==> src/rtl/fetch_ctrl.sv <==
// Instruction fetch sequencer: owns the PC, keeps one imem request outstanding and holds the
// fetched instruction until execute consumes it. Define FETCH_TIMEOUT_EN for the ack watchdog.
module fetch_ctrl #(
    parameter logic [31:0] RESET_PC       = 32'h8000_0000,
    parameter int unsigned TIMEOUT_CYCLES = 255
) (
    input  logic        clk,
    input  logic        rst_n,
    input  logic        stall,
    input  logic        redirect_valid,
    input  logic [31:0] redirect_target,
    output logic        imem_req,
    output logic [31:0] imem_addr,
    input  logic        imem_ack,
    input  logic [31:0] imem_rdata,
    output logic        inst_valid,
    output logic [31:0] inst,
    output logic [31:0] inst_pc,
    output logic        fetch_err
);

    localparam logic [31:0] NopInst = 32'h0000_0013;

`ifdef FETCH_TIMEOUT_EN
    typedef enum logic [1:0] {StBoot, StReq, StOut, StHalt} state_e;

    localparam int unsigned CntW =
        ($clog2(TIMEOUT_CYCLES + 1) > 8) ? $clog2(TIMEOUT_CYCLES + 1) : 8;
    localparam logic [CntW-1:0] CntLimit = CntW'(TIMEOUT_CYCLES);

    logic [CntW-1:0] cnt_q, cnt_d;
    logic            err_q, err_d;
`else
    typedef enum logic [1:0] {StBoot, StReq, StOut} state_e;
`endif

    state_e      state_q, state_d;
    logic [31:0] pc_q, pc_d;
    logic        req_q, req_d;
    logic [31:0] addr_q, addr_d;
    logic        valid_q, valid_d;
    logic [31:0] inst_q, inst_d;
    logic [31:0] inst_pc_q, inst_pc_d;
    logic        kill_q, kill_d;
    logic [31:0] tgt_q, tgt_d;

    logic [31:0] redir_pc;
    logic        ack;
    logic        unused_cfg;

    assign redir_pc = {redirect_target[31:2], 2'b00};
    // An ack is only meaningful against a live request.
    assign ack      = imem_ack & req_q;

`ifdef FETCH_TIMEOUT_EN
    assign unused_cfg = ^redirect_target[1:0];
`else
    assign unused_cfg = ^{redirect_target[1:0], TIMEOUT_CYCLES};
`endif

    always_comb begin
        state_d   = state_q;
        pc_d      = pc_q;
        req_d     = req_q;
        addr_d    = addr_q;
        valid_d   = valid_q;
        inst_d    = inst_q;
        inst_pc_d = inst_pc_q;
        kill_d    = kill_q;
        tgt_d     = tgt_q;
`ifdef FETCH_TIMEOUT_EN
        cnt_d     = '0;
        err_d     = err_q;
`endif

        unique case (state_q)
            StBoot: begin
                pc_d    = redirect_valid ? redir_pc : pc_q;
                req_d   = 1'b1;
                addr_d  = pc_d;
                state_d = StReq;
            end
            StReq: begin
                if (!req_q) begin
                    // Gap cycle after a killed fetch; a redirect here simply moves the reissue.
                    if (redirect_valid) begin
                        pc_d = redir_pc;
                    end
                    req_d  = 1'b1;
                    addr_d = pc_d;
                end else if (ack) begin
                    req_d = 1'b0;
                    if (kill_q || redirect_valid) begin
                        pc_d   = redirect_valid ? redir_pc : tgt_q;
                        kill_d = 1'b0;
                    end else begin
                        inst_d    = imem_rdata;
                        inst_pc_d = pc_q;
                        valid_d   = 1'b1;
                        state_d   = StOut;
                    end
                end else if (redirect_valid) begin
                    kill_d = 1'b1;
                    tgt_d  = redir_pc;
                end
`ifdef FETCH_TIMEOUT_EN
                if (!ack) begin
                    cnt_d = cnt_q + 1'b1;
                    if (cnt_d == CntLimit) begin
                        err_d   = 1'b1;
                        req_d   = 1'b0;
                        valid_d = 1'b0;
                        state_d = StHalt;
                    end
                end
`endif
            end
            StOut: begin
                if (redirect_valid) begin
                    valid_d = 1'b0;
                    pc_d    = redir_pc;
                    req_d   = 1'b1;
                    addr_d  = redir_pc;
                    state_d = StReq;
                end else if (!stall) begin
                    valid_d = 1'b0;
                    pc_d    = pc_q + 32'd4;
                    req_d   = 1'b1;
                    addr_d  = pc_d;
                    state_d = StReq;
                end
            end
`ifdef FETCH_TIMEOUT_EN
            StHalt: begin
                state_d = StHalt;
            end
`endif
            default: begin
                state_d = StBoot;
            end
        endcase
    end

    always_ff @(posedge clk or negedge rst_n) begin
        if (!rst_n) begin
            state_q   <= StBoot;
            pc_q      <= RESET_PC;
            req_q     <= 1'b0;
            addr_q    <= RESET_PC;
            valid_q   <= 1'b0;
            inst_q    <= NopInst;
            inst_pc_q <= '0;
            kill_q    <= 1'b0;
            tgt_q     <= '0;
        end else begin
            state_q   <= state_d;
            pc_q      <= pc_d;
            req_q     <= req_d;
            addr_q    <= addr_d;
            valid_q   <= valid_d;
            inst_q    <= inst_d;
            inst_pc_q <= inst_pc_d;
            kill_q    <= kill_d;
            tgt_q     <= tgt_d;
        end
    end

`ifdef FETCH_TIMEOUT_EN
    always_ff @(posedge clk or negedge rst_n) begin
        if (!rst_n) begin
            cnt_q <= '0;
            err_q <= 1'b0;
        end else begin
            cnt_q <= cnt_d;
            err_q <= err_d;
        end
    end

    assign fetch_err = err_q;
`else
    assign fetch_err = 1'b0;
`endif

    assign imem_req   = req_q;
    assign imem_addr  = addr_q;
    assign inst_valid = valid_q;
    assign inst       = inst_q;
    assign inst_pc    = inst_pc_q;

endmodule

==> config.mk <==
export PLATFORM = sky130hd
export DESIGN_NAME = fetch_ctrl
export DESIGN_NICKNAME = d
export VERILOG_FILES = /design/src/rtl/fetch_ctrl.sv
export SDC_FILE = /design/constraint.sdc
export NUM_CORES = 1
export LEC_CHECK = 0
export CAP_MARGIN = 20
export CORE_MARGIN = 1.5
export CORE_UTILIZATION = 57
export DETAILED_ROUTE_END_ITERATION = 7
export PLACE_DENSITY = 0.89
export SETUP_SLACK_MARGIN = 0.4
export SYNTH_ARGS = -nofsm -noshare
export SYNTH_HDL_FRONTEND = slang
export SYNTH_SLANG_ARGS = --single-unit
==> constraint.sdc <==
create_clock -name clk -period 4.6 [get_ports clk]
set_input_delay 0.46 -clock clk [delete_from_list [all_inputs] [get_ports clk]]
set_output_delay 0.46 -clock clk [all_outputs]
set_load 0.05 [all_outputs]
After elaboration in Yosys (flattened, before gate mapping) --
Cells that the tools add are included.
Cells by class: add/subtract/negate cells 1, equal/unequal tests 10, muxes and demuxes 30, bitwise operators 3, reduce and logical (&&, ||, !) cells 13
Operator list (number):
- $mux 32 | 8
- $pmux 32 s3 | 2
- $add 32x3->32 const B | 1
- $reduce_and 4->1 | 4
- $mux 1 | 12
- $mux 2 | 5
- $ne 3x3->1 const B | 3
- $ne 2x2->1 const B | 4
- $pmux 2 s3 | 1
- $reduce_and 3->1 | 2
- $reduce_and 5->1 | 1
- $reduce_bool 2->1 | 2
- $pmux 1 s3 | 1
- $reduce_bool 3->1 | 1
- $eq 2x1->1 const B | 1
- $eq 2x2->1 const B | 1
- $logic_not 2->1 | 1
- $ne 2x1->1 const B | 1
- $not 1->1 | 2
- $pmux 1 s2 | 1
- $reduce_and 2->1 | 1
- $and 1x1->1 | 1
- $logic_or 1x1->1 | 1
Word-level totals: register bits 165, input port bits 69, output and inout port bits 99

Longest topological paths before layout --
Gate-level depths: netlist (run 1).
word-level depth 5, mapped depth 11

Worst setup path before layout (run 1) --
Ideal clock, no wire load.
path type register to register, start point register state_q[0], end point register pc_q[0], data arrival time 2.034 ns, data required time 4.478 ns, setup slack 2.444 ns, stages on the path, launching flop included 11, path buffers 4, period minus slack after synthesis 2.156 ns, cells stage by stage dfrtp_1 > inv_1 > ha_1 > buf_2 > nor2b_1 > clkbuf_1 > a221oi_2 > buf_2 > buf_2 > o21ai_0 > a32o_1
On the way: cells in the longest elaborated chain, start to end 3, elaborated cells on any way between the ends 9, those cells by class eq/ne (5); mux (1); reduce/logical (3)
RTL lines:
- start: declaration | line 37 | state_e state_q, state_d;
- start signal: assignment | line 146 | state_q <= StBoot;
- start signal: assignment | line 156 | state_q <= state_d;
- $eq 2x1->1, or another cell as far along | line 76 | unique case (state_q)
- $ne 3x3->1 (no source line) / $reduce_bool 3->1 (equally long branches)
- $reduce_and 4->1 (no source line)
- end signal: assignment | line 157 | pc_q <= pc_d;
- end: declaration | line 38 | logic [31:0] pc_q, pc_d;
Parallel ways exist; a longest one is shown, timed or not. A chain may end at the register's enable or synchronous reset.

Worst setup path in the final report (run 1) --
start point register state_q[0], end point register pc_q[12]
Same word-level chain as after synthesis.

==> results of run 1 <==
==> cells in the mapped netlist (all sizes together) (3+ instances only) <==
cell,number,area [um^2]
a211oi,7,52.6
a21oi,38,190
a221o,13,130
a221oi,10,93.8
a22oi,7,52.6
a2bb2oi,3,26.3
a31oi,14,87.6
and2,7,43.8
and3,7,43.8
and4,5,43.8
buf,49,248
clkbuf,30,118
dfrtp,160,4000
dfstp,5,131
ha,5,62.6
inv,24,90.1
mux2,97,1090
mux2i,25,250
nand2,81,304
nand3,21,128
nand4,25,178
nor2,50,188
nor2b,4,25.0
nor3,24,130
nor4,10,108
o21a,3,22.5
o21ai,55,275
o221ai,3,26.3
o22ai,18,113
o311ai,3,26.3
o31ai,5,37.5
o32ai,6,52.6
or3,3,18.8
xnor2,13,114
xor2,7,61.3
==> metal layers <==
layer  track usage (%)  wire [um]
met5                 0          0
met4              14.7        936
met3              7.43       2570
met2              48.6      11900
met1              42.3       9870
==> where the power goes <==
group	total, W	switching (W)	internal [W]
Sequential	0.00273	0.000605	0.00212
Combinational	0.00506	0.00322	0.00183
Clock	0.00136	0.000575	0.000785
Total	0.00914	0.00440	0.00474
==> registers in the layout, summed over array words and instances, names as in the netlist <==
register and flops:
imem_addr 32, inst 32, inst_pc 32, pc_q 32, tgt_q 32, state_q 2
imem_req 1, inst_valid 1, kill_q 1
==> kinds of logic after synthesis <==
logic type / Yosys count
adders and majority gates: 5
other: 1
AOI/OAI and AO/OA: 211
xor gates and xnor gates: 20
DFF: 165
muxes: 122
buffers and inverters: 104
and+or+nand+nor: 248
==> critical path: stages, from the launching register on <==
cell and delay [ps]:
sky130_fd_sc_hd__dfrtp_1 400, sky130_fd_sc_hd__inv_1 120, sky130_fd_sc_hd__ha_2 190, sky130_fd_sc_hd__buf_4 580
sky130_fd_sc_hd__nor2_1 240, sky130_fd_sc_hd__a21oi_1 820, sky130_fd_sc_hd__a221oi_1 230, sky130_fd_sc_hd__o32ai_1 310
==> layout by cell type, fill, tap and decap left out, drive strengths merged, types with 4 or more instances in the layout <==
cell type      Yosys  layout
dfrtp            160     160
o31ai              5       5
a31oi             14      14
a221oi            10      10
a221o             13      13
nor4              10      10
a21oi             38      38
o22ai             18      18
nor2              50      50
and4               5       5
xnor2             13      13
clkbuf            30      24
clkdlybuf4s50      0     162
nor3              24      24
and2               7       7
mux2i             25      25
o21ai             55      55
o32ai              6       6
and3               7       7
nand3             21      21
buf               49      19
nand2             81      81
inv               24      24
dfstp              5       5
nand4             25      25
ha                 5       5
clkinvlp           0       5
xor2               7       7
a211oi             7       7
a22oi              7       7
mux2              97      97
nor2b              4       4
==> area by class of cell <==
type / instances / area (um^2)
clock buffers: 24 / 482
clock inverters: 8 / 77.6
fillers: 1028 / 4120
inverters: 25 / 93.8
multi-input cells: 607 / 4320
flip-flops and latches: 165 / 4140
well taps: 211 / 264
repair buffers: 181 / 1770
==> how the worst min path moves through the flow <==
| stage | from | slack [ps] | cells past startpoint | end |
|---|---|---|---|---|
| 3_3_place_gp | imem_addr[17]$_DFFE_PN0P_ | 460 | 2 | imem_addr[17]$_DFFE_PN0P_ |
| 4_1_cts | rst_n | 200 | 1 | inst_pc[4]$_DFFE_PN0P_ |
| 6_report | rst_n | 140 | 1 | inst_pc[5]$_DFFE_PN0P_ |
| 3_5_place_dp | imem_addr[17]$_DFFE_PN0P_ | 460 | 2 | imem_addr[17]$_DFFE_PN0P_ |
| 2_1_floorplan | rst_n | 160 | 0 | imem_addr[0]$_DFFE_PN0P_ |
| 5_1_grt | rst_n | 250 | 1 | inst_pc[4]$_DFFE_PN0P_ |
==> stage by stage <==
| step | instances | util [%] | area (um^2) |
|---|---|---|---|
| floorplan | 876 | - | 8910 |
| global placement | 1189 | 69.3 | 10600 |
| detailed placement | 1189 | 69.3 | 10600 |
| CTS | 1221 | 73.0 | 11100 |
| global route | 1221 | 73.0 | 11100 |
| finish | 1221 | 73.0 | 11100 |
==> results.sh, run 1 <==
export IMPL_slew_headroom_pct=33.8
export IMPL_cts_made_buffers=17
export IMPL_insertion_delay_ps=440
export IMPL_synthesis_instances=876
export IMPL_die_area_mm2=0.0164
export IMPL_post_synth_and_or_nand_nor_area_fraction_pct=14.6
export IMPL_largest_net_degree_at_the_start_of_global_routing=110
export IMPL_holdBufCountCts=0
export IMPL_detailedRoute_firstIterationViolations=1037
export IMPL_layout_drive_gt1_share_pct=17.0
export IMPL_post_dp_hpwl_um=16700
export IMPL_kind_of_path_behind_the_tightest_hold_check="in -> async"
export IMPL_total_number_of_vias=7927
export IMPL_synth_enable_flop_cells=0
export IMPL_tritoncts="yes"
export IMPL_timing_rr_start="state_q[0]$_DFFE_PN0P_"
export IMPL_critical_path_reg2reg_endpoint="pc_q[12]$_DFFE_PN0P_"
export IMPL_synth_fp_nets=950
export IMPL_detail_route_first_pass_iterations=5
export IMPL_post_layout_total_power_w=0.00914
export IMPL_run_status="finished clean"
export IMPL_cap_viol_max_count=0
export IMPL_multiplexer_share_of_the_synthesized_area_pct=15.1
export IMPL_row_count=45
export IMPL_synth_seq_area_share_pct=46.4
export IMPL_number_of_nets_in_the_layout=1071
export IMPL_worst_setup_path_type="reg -> reg"
export IMPL_endpoint="pc_q[12]$_DFFE_PN0P_"
export IMPL_critical_path_max_fanout=69
export IMPL_synth_avg_cell_area_um2=10.2
export IMPL_synth_area_mm2=0.00891
export IMPL_pre_cts_ws_ps=1500
export IMPL_reg2regPathDepth=7
export IMPL_finalHoldWorstSlack_ps=137
export IMPL_fmax_ghz=0.331
export IMPL_final_hold_viol_count=0
export IMPL_timing_final_setup_violations=0
export IMPL_tightest_slew_ps=993
export IMPL_grt_pass1_vias=7572
export IMPL_track_usage_pct=31.5
export IMPL_antennaDiodeCount=0
export IMPL_io_buffer_count=164
export IMPL_synth_top_family_by_area="compound AO/OA/AOI/OAI gates"
export IMPL_cts_repair_resized=0
export IMPL_synth_adder_area_share_pct=0.702
export IMPL_cts_setup_buffers=0
export IMPL_final_skew_ps=7.60
export IMPL_layout_worst_path_cycle_share_pct=65.6
export IMPL_drt_drc_violations_left=0
export IMPL_clock_sinks=165
export IMPL_route_detailed_wl_per_inst_um=20.7
export IMPL_crit_arrival_ps=3360
export IMPL_number_of_antenna_violations_at_the_first_check_in_global_routing=0
export IMPL_vdd_ir_drop_worst_uv=460
export IMPL_synth_xor_area_share_pct=1.97
export IMPL_yosys_most_used_dff="sky130_fd_sc_hd__dfrtp_1"
export IMPL_cp_end_kind="flip-flop"
export IMPL_postLayoutSetupSlackWorst_ps=1580
export IMPL_io_pins=168
export IMPL_htreeDepth=4
export IMPL_routed_via_density=6.49
export IMPL_total_leakage_power_nw=4.59
export IMPL_die_width_um=128
export IMPL_globalRoute_totalOverflow=0
export IMPL_worstSetupStartpointType="flip-flop"
export IMPL_postSynth_asyncResetShare_pct=100
export IMPL_rsz0062_at_grt="false"
export IMPL_syn_to_final_growth_pct=25.0
export IMPL_setup_reg_to_reg_worst_slack_ps=1580
export IMPL_initial_utilization_pct=58.4
export IMPL_core_area_mm2=0.0153
export IMPL_wire_length_of_the_first_global_routing_pass_um=39900
export IMPL_netlist_cell_types=76
export IMPL_finalWirelength_um=25300
export IMPL_die_height_um=128
export IMPL_yosysWarnings=0
export IMPL_worst_setup_path_startpoint="state_q[0]$_DFFE_PN0P_"
export IMPL_cts_clk_slew_worst_paths_ps=60
export IMPL_compound_gate_fraction_of_synth_area_pct=16.0
export IMPL_antenna_violating_nets_post_route=0
export IMPL_finalWorstPathRequiredPeriod_ps=3020
export IMPL_setup_tns_ps=0
export IMPL_slew_viol_final=0
export IMPL_cts_root_buffer_cell="sky130_fd_sc_hd__clkbuf_16"
export IMPL_power_per_cell_area_mw_per_mm2=821
export IMPL_synth_ff_latch_count=165
export IMPL_gp_congestion=0.918
export IMPL_critical_path_required_ps=4940
export IMPL_max_clock_path_buffers=2
No activity file was read; power rests on OpenSTA's default activity.
==> run 2: changes to the inputs <==
--- a/config.mk
+++ b/config.mk
@@ -7,9 +7,9 @@
 export LEC_CHECK = 0
 export CAP_MARGIN = 20
 export CORE_MARGIN = 1.5
-export CORE_UTILIZATION = 57
+export CORE_UTILIZATION = 53
 export DETAILED_ROUTE_END_ITERATION = 7
-export PLACE_DENSITY = 0.89
+export PLACE_DENSITY = 0.84
 export SETUP_SLACK_MARGIN = 0.4
 export SYNTH_ARGS = -nofsm -noshare
 export SYNTH_HDL_FRONTEND = slang
==> constraint.sdc (replaced) <==
create_clock -name clk -period 2.98 [get_ports clk]
set_input_delay 0.298 -clock clk [delete_from_list [all_inputs] [get_ports clk]]
set_output_delay 0.298 -clock clk [all_outputs]
set_load 0.05 [all_outputs]
==> run 2 against run 1 <==
Compared with the run above: global-route usage decreased by 0.90 points; maximum frequency up 23%; largest cell class unchanged; largest power group unchanged; clock skew decreased by 0.55 ps; wire length grew 5.2%; critical endpoint is now pc_q[23]$_DFFE_PN0P_.
==> results.sh, run 2 (synthesis results as in run 1) <==
export IMPL_detailedRoute_firstIterationViolations=1093
export IMPL_fmax_ghz=0.409
export IMPL_reg2regPathDepth=8
export IMPL_max_clock_path_buffers=2
export IMPL_vdd_ir_drop_worst_uv=816
export IMPL_worstSetupStartpointType="flip-flop"
export IMPL_slew_viol_final=0
export IMPL_largest_net_degree_at_the_start_of_global_routing=78
export IMPL_final_cell_mix="sky130_fd_sc_hd__clkdlybuf4s50_1, sky130_fd_sc_hd__dfrtp_1, sky130_fd_sc_hd__mux2_2"
export IMPL_post_dp_hpwl_um=17400
export IMPL_cap_viol_max_count=0
export IMPL_layout_drive_gt1_share_pct=18.8
export IMPL_detail_route_first_pass_iterations=8
export IMPL_tightest_slew_ps=821
export IMPL_number_of_antenna_violations_at_the_first_check_in_global_routing=1
export IMPL_finalWorstPathRequiredPeriod_ps=2450
export IMPL_timing_final_setup_violations=0
export IMPL_max_stage_delay_ps=530
export IMPL_track_usage_pct=30.6
export IMPL_critical_path_slowest_cell="sky130_fd_sc_hd__o21ai_1"
export IMPL_cts_clk_slew_worst_paths_ps=70
export IMPL_core_area_mm2=0.0165
export IMPL_antenna_violating_nets_post_route=0
export IMPL_io_pins=168
export IMPL_final_hold_viol_count=0
export IMPL_cp_cell_sequence="inv_1, ha_2, clkinv_1, o21ai_1, buf_4, a221oi_1, o21ai_0, o221a_2"
export IMPL_insertion_delay_ps=440
export IMPL_setup_tns_ps=0
export IMPL_htreeDepth=4
export IMPL_total_number_of_vias=8049
export IMPL_grt_pass1_vias=7774
export IMPL_critical_path_required_ps=3360
export IMPL_route_detailed_wl_per_inst_um=21.3
export IMPL_io_buffer_count=164
export IMPL_cts_made_buffers=17
export IMPL_drt_drc_violations_left=0
export IMPL_row_count=47
export IMPL_cts_root_buffer_cell="sky130_fd_sc_hd__clkbuf_16"
export IMPL_number_of_nets_in_the_layout=1089
export IMPL_post_layout_total_power_w=0.0146
export IMPL_kind_of_path_behind_the_tightest_hold_check="in -> async"
export IMPL_die_width_um=133
export IMPL_die_height_um=133
export IMPL_mostFrequentLayoutCell="sky130_fd_sc_hd__clkdlybuf4s50_1"
export IMPL_crit_arrival_ps=2830
export IMPL_globalRoute_totalOverflow=0
export IMPL_initial_utilization_pct=53.9
export IMPL_nFillCells=1197
export IMPL_critical_path_max_fanout=10
export IMPL_wire_length_of_the_first_global_routing_pass_um=42000
export IMPL_die_area_mm2=0.0176
export IMPL_slew_headroom_pct=44.9
export IMPL_gp_congestion=0.900
export IMPL_routed_via_density=6.44
export IMPL_final_skew_ps=7.05
export IMPL_run_status="finished clean"
export IMPL_tritoncts="yes"
export IMPL_total_leakage_power_nw=4.73
export IMPL_finalWirelength_um=26600
export IMPL_syn_to_final_growth_pct=27.9
export IMPL_power_per_cell_area_mw_per_mm2=1280
export IMPL_clock_sinks=165
export IMPL_layout_worst_path_cycle_share_pct=82.1
export IMPL_cp_end_kind="flip-flop"
export IMPL_final_util_pct=69.0
export IMPL_worst_setup_path_type="reg -> reg"
export IMPL_rsz0062_at_grt="false"
run 2: worst paths after layout:
| kind | from | to | slack (ps) |
|---|---|---|---|
| setup / recovery | state_q[1]$_DFFE_PN0P_ | pc_q[23]$_DFFE_PN0P_ | 530 |
| hold / removal | rst_n | inst_pc[2]$_DFFE_PN0P_ | 420 |
| setup reg to reg | state_q[1]$_DFFE_PN0P_ | pc_q[23]$_DFFE_PN0P_ | 530 |
| hold reg to reg | imem_addr[31]$_DFFE_PN1P_ | imem_addr[31]$_DFFE_PN1P_ | 480 |
| max in group asynchronous | rst_n | inst[0]$_DFFE_PN1P_ | 1670 |
| min in group clk | redirect_valid | pc_q[12]$_DFFE_PN0P_ | 440 |
run 2: area by class of cell:
class / instances / area (um^2) / area share (%)
Antenna cell: 1 / 2.50 / 0.0220
Multi-Input combinational cell: 607 / 4330 / 38.0
Clock inverter: 11 / 150 / 1.32
Timing Repair Buffer: 199 / 1940 / 17.0
Clock buffer: 21 / 470 / 4.13
Inverter: 25 / 93.8 / 0.824
Tap cell: 220 / 275 / 2.42
Sequential cell: 165 / 4140 / 36.3
run 2: critical path: cells and delay by family (launching register included):
family	cells	cell delay, ps
fa+ha+maj	1	270
flops	1	410
compound gates	4	1040
buf+inv	3	670
run 2: repair_timing:
action	4_1_cts	5_1_grt
setup buffers	0	0
setup endpoints to repair	0	12
gates resized for setup	0	3
endpoints found under the hold margin	53	0
hold buffers	1	0
run 2: stage by stage:
| stage | setup WS [ps] | cell area, um^2 | hold slack [ps] | instances |
|---|---|---|---|---|
| after floorplan | 824 | 8910 | 2.41 | 876 |
| after global placement | 550 | 10800 | 294 | 1215 |
| after detailed placement | 508 | 10800 | 309 | 1215 |
| after CTS | 483 | 11400 | 406 | 1248 |
| after global routing | 427 | 11400 | 469 | 1249 |
| final | 534 | 11400 | 424 | 1249 |
run 2: power breakdown:
group          total (W)  internal, W  leakage [nW]  switching [W]
Sequential       0.00415      0.00328          2.05       0.000871
Combinational    0.00816      0.00300          2.38        0.00516
Clock            0.00231      0.00139         0.299       0.000927
Total             0.0146      0.00766          4.73        0.00696
run 2: metal layers:
| metal | track usage, % | up-vias | wire length (um) |
|---|---|---|---|
| li1 | - | 3508 | - |
| met4 | 14.7 | 0 | 1130 |
| met1 | 41.4 | 3874 | 10500 |
| met2 | 47.1 | 560 | 12400 |
| met3 | 6.55 | 107 | 2630 |
| met5 | 0 | - | 0 |
==> edit 1: new RTL, config.mk and constraints of run 2 <==
The option `FETCH_TIMEOUT_EN` is turned on by a define.
--- a/src/rtl/fetch_ctrl.sv
+++ b/src/rtl/fetch_ctrl.sv
@@ -1,5 +1,7 @@
 // Instruction fetch sequencer: owns the PC, keeps one imem request outstanding and holds the
 // fetched instruction until execute consumes it. Define FETCH_TIMEOUT_EN for the ack watchdog.
+`define FETCH_TIMEOUT_EN
+
 module fetch_ctrl #(
     parameter logic [31:0] RESET_PC       = 32'h8000_0000,
     parameter int unsigned TIMEOUT_CYCLES = 255
Formal check against the unedited RTL: same outputs for any inputs over 4 cycles, from zero or initial values and one cycle with rst_n low; that may be too few to reach the edited logic, so the function may still have changed.
==> edit 1 against run 2 <==
Area after synthesis is 4.3% higher. Critical path depth is 3 lower. Wire length is 5.3% lower. Sequential share of layout area is 0.78 points higher. Synthesized cell count is 4.0% higher. Final cell count is 3.4% higher. Cell area is 3.2% higher. Sequential cell count is 9 higher. Setup slack worse by 0.019 ns. Via count hardly changed. Power is 13% lower. Critical endpoint is now imem_addr[23]$_DFFE_PN0P_. Highest routed layer unchanged.
==> edit 1: results (changes against run 2) <==
Register area share after synthesis = 0.469 (+0.00504)
HPWL Detailed = 17.1 mm (-1.4%)
Gr usage total = 0.284 (-0.0214)
Hold Worst Slack = 0.308 ns (-0.116 ns)
WL met2 = 11.9 mm (-4.1%)
Place WS = 0.554 ns (+0.0461 ns)
Antenna violations before repair = 0 (-1)
Status = finished clean
Final estimated routing congestion in global placement = 0.949 (+5.5%)
R2R setup slack = 0.52 ns (-0.02 ns)
Fin nets = 1,129 (+3.7%)
Worst R2R Path Depth = 5 (-3)
Synth area leaders = dfrtp_1, mux2_2, nand2_1
Slowest cell on the critical path = dfrtp_1
GR Layer Usage met2 = 0.459 (-0.0120)
Met1 Use GR = 0.368 (-0.0467)
Reg power frac = 0.338 (+0.054)
Crit-path max FO = 9 (-1)
Clock power share = 0.178 (+0.020)
WL met1 = 10.2 mm (-2.5%)
Global-route wire length before repair = 40.8 mm (-3.0%)
P_sw = 5.82 mW (-16%)
Drt first pass iters = 6 (-2)
Most frequent cells after synthesis = dfrtp_1, nand2_1, mux2_2
Starting DRT DRC Count = 880 (-19%)
==> edit 1: stage by stage <==
stage	utilization	power, mW	cell area [sq um]	cells
floorplan	-	8.38	9290	911
global placement	0.647	10.3	11200	1259
detailed placement	0.647	10.5	11200	1259
CTS	0.682	12.8	11800	1292
global route	0.682	13.4	11800	1292
finish	0.682	12.8	11800	1292
==> edit 1: cell type report <==
cell class / instances / share of cell area
flip-flops and latches: 174 / 0.371
clock buffers: 19 / 0.0377
multi-input cells: 648 / 0.387
repair buffers: 197 / 0.163
well taps: 225 / 0.0239
inverters: 16 / 0.00511
clock inverters: 13 / 0.0128
==> edit 1: how the worst max path moves through the flow <==
stage	startpoint	end	slack (ns)	cells past startpoint
2_1_floorplan	imem_req$_DFFE_PN0P_	tgt_q[16]$_DFFE_PN0P_	0.87	6
3_3_place_gp	imem_ack	pc_q[19]$_DFFE_PN0P_	0.65	7
3_5_place_dp	imem_ack	pc_q[19]$_DFFE_PN0P_	0.55	7
4_1_cts	state_q[0]$_DFFE_PN0P_	pc_q[7]$_DFFE_PN0P_	0.64	7
5_1_grt	pc_q[6]$_DFFE_PN0P_	imem_addr[26]$_DFFE_PN0P_	0.48	5
6_report	pc_q[7]$_DFFE_PN0P_	imem_addr[23]$_DFFE_PN0P_	0.52	5
==> edit 1: critical path, delay by kind of cell, from the launching register on <==
kind,cells,cell delay [ns]
AOI/OAI and AO/OA,2,0.64
DFF,1,0.59
and+or+nand+nor,3,1.16
==> edit 1: cell families after synthesis <==
logic type	after synthesis
and+or+nand+nor	272
xor gates and xnor gates	14
AOI/OAI and AO/OA	216
DFF	174
buffers and inverters	89
adders and majority gates	6
muxes	140
==> edit 2: new RTL, flow settings as in run 2 <==
Made on the original files. Re-encode `state_e` (3 states) as one-hot, 3 bits wide.
--- a/src/rtl/fetch_ctrl.sv
+++ b/src/rtl/fetch_ctrl.sv
@@ -31,7 +31,7 @@
     logic [CntW-1:0] cnt_q, cnt_d;
     logic            err_q, err_d;
 `else
-    typedef enum logic [1:0] {StBoot, StReq, StOut} state_e;
+    typedef enum logic [2:0] {StBoot = 3'b001, StReq = 3'b010, StOut = 3'b100} state_e;
 `endif
 
     state_e      state_q, state_d;
Formal check against the unedited RTL: same outputs for any inputs over 4 cycles, from zero or initial values and one cycle with rst_n low; so few cycles prove little.
==> edit 2 against run 2 <==
Power decreased by 8.8%. Cell area decreased by 3.7%. Area after synthesis decreased by 5.0%. Final cell count decreased by 2.6%. Setup slack got worse by 0.026 ns. Sequential cell count increased by 1. Wire length decreased by 15%. Synthesized cell count decreased by 3.5%. Critical path type unchanged. Critical endpoint is now pc_q[4]$_DFFE_PN0P_. Largest power group unchanged.
==> edit 2: results (changes against run 2) <==
Buffers, non-clock = 200 (+0.50%)
Slowest cell on the critical path = dfstp_2
Layout non-clock buf frac = 0.175 (+0.00491)
Worst Max-Slew Pin Slew = 0.748 ns (-0.0736 ns)
Placed Instances = 1,183 (-2.6%)
Clk_skew = 0.00707 ns (+0.0000251 ns)
Syn_nets = 915 (-3.7%)
Most frequent cells after synthesis = dfrtp_1, nand2_1, mux2_2
Final instance area = 11,000 sq um (-3.7%)
Multi-input logic area = 3980 sq um (-8.0%)
Per-cell routed wire length = 18.7 um (-12%)
Worst Setup SP = state_q[0]$_DFFE_PN1P_
Place WS = 0.494 ns (-0.0142 ns)
Antenna violations before repair = 0 (-1)
Register area share after synthesis = 0.492 (+0.0276)
Nonclk inv count = 13 (-48%)
Final estimated routing congestion in global placement = 0.900 (about the same)
Min-delay worst type = in -> reg
Worst reg2reg path endpoint = pc_q[4]$_DFFE_PN0P_
CLK BUF = 19 (-9.5%)
Crit share post-route = 0.829 (+0.00864)
Combinational logic power = 6.87 mW (-16%)
PD cells = 1220 nW/um^2 (-5.3%)
# Taps = 216 (-1.8%)
Fill count = 1,145 (-4.3%)
Clk tree area frac = 0.0538 (-0.000656)
Gr usage total = 0.277 (-0.0284)
Worst path max stage delay = 0.68 ns (+0.15 ns)
Pin count of the biggest net entering global routing = 80 (+2.6%)
Syn Area/Cell = 10.0 sq um (-1.5%)
Comb_multi_in = 589 (-3.0%)
Fin nets = 1,057 (-2.9%)
Vias in the first global route = 7,061 (-9.2%)
Post-DP Area = 10,400 sq um (-3.7%)
Crit-path max FO = 17 (+7)
Starting DRT DRC Count = 646 (-41%)
Critical path data arrival time = 2.77 ns (-0.06 ns)
Status = finished clean
Maximum VDD drop = 0.000757 V (-7.2%)
## edit 2: cell types whose count changed after synthesis, moves of 7 or more
cell	change
nor2_1	+15
inv_1	-12
o22ai_1	-14
mux2_2	-13
clkbuf_1	+16
a221o_1	-11
a21oi_1	+23
nand2_1	+7
o21ai_0	+7
o31ai_1	+12
nand4_1	-12
mux2i_1	-15
## edit 2: cell families (layout without fill, tap and decap cells)
kind of cell / Yosys count / after routing / share of synthesized area
AOI/OAI and AO/OA: 218 / 218 / 0.166
other: 1 / 1 / 0.000443
muxes: 95 / 95 / 0.125
and+or+nand+nor: 259 / 259 / 0.154
xor gates and xnor gates: 15 / 15 / 0.0155
adders and majority gates: 1 / 1 / 0.00148
buffers and inverters: 90 / 245 / 0.0451
DFF: 166 / 166 / 0.492
## edit 2: per-layer routing
layer  track usage  routed length [um]  up-vias
li1              -                   -     3348
met1         0.366                9560     3564
met2         0.454               10800      338
met3        0.0574                1850       47
met4         0.104                 530        0
met5             0                   0        -
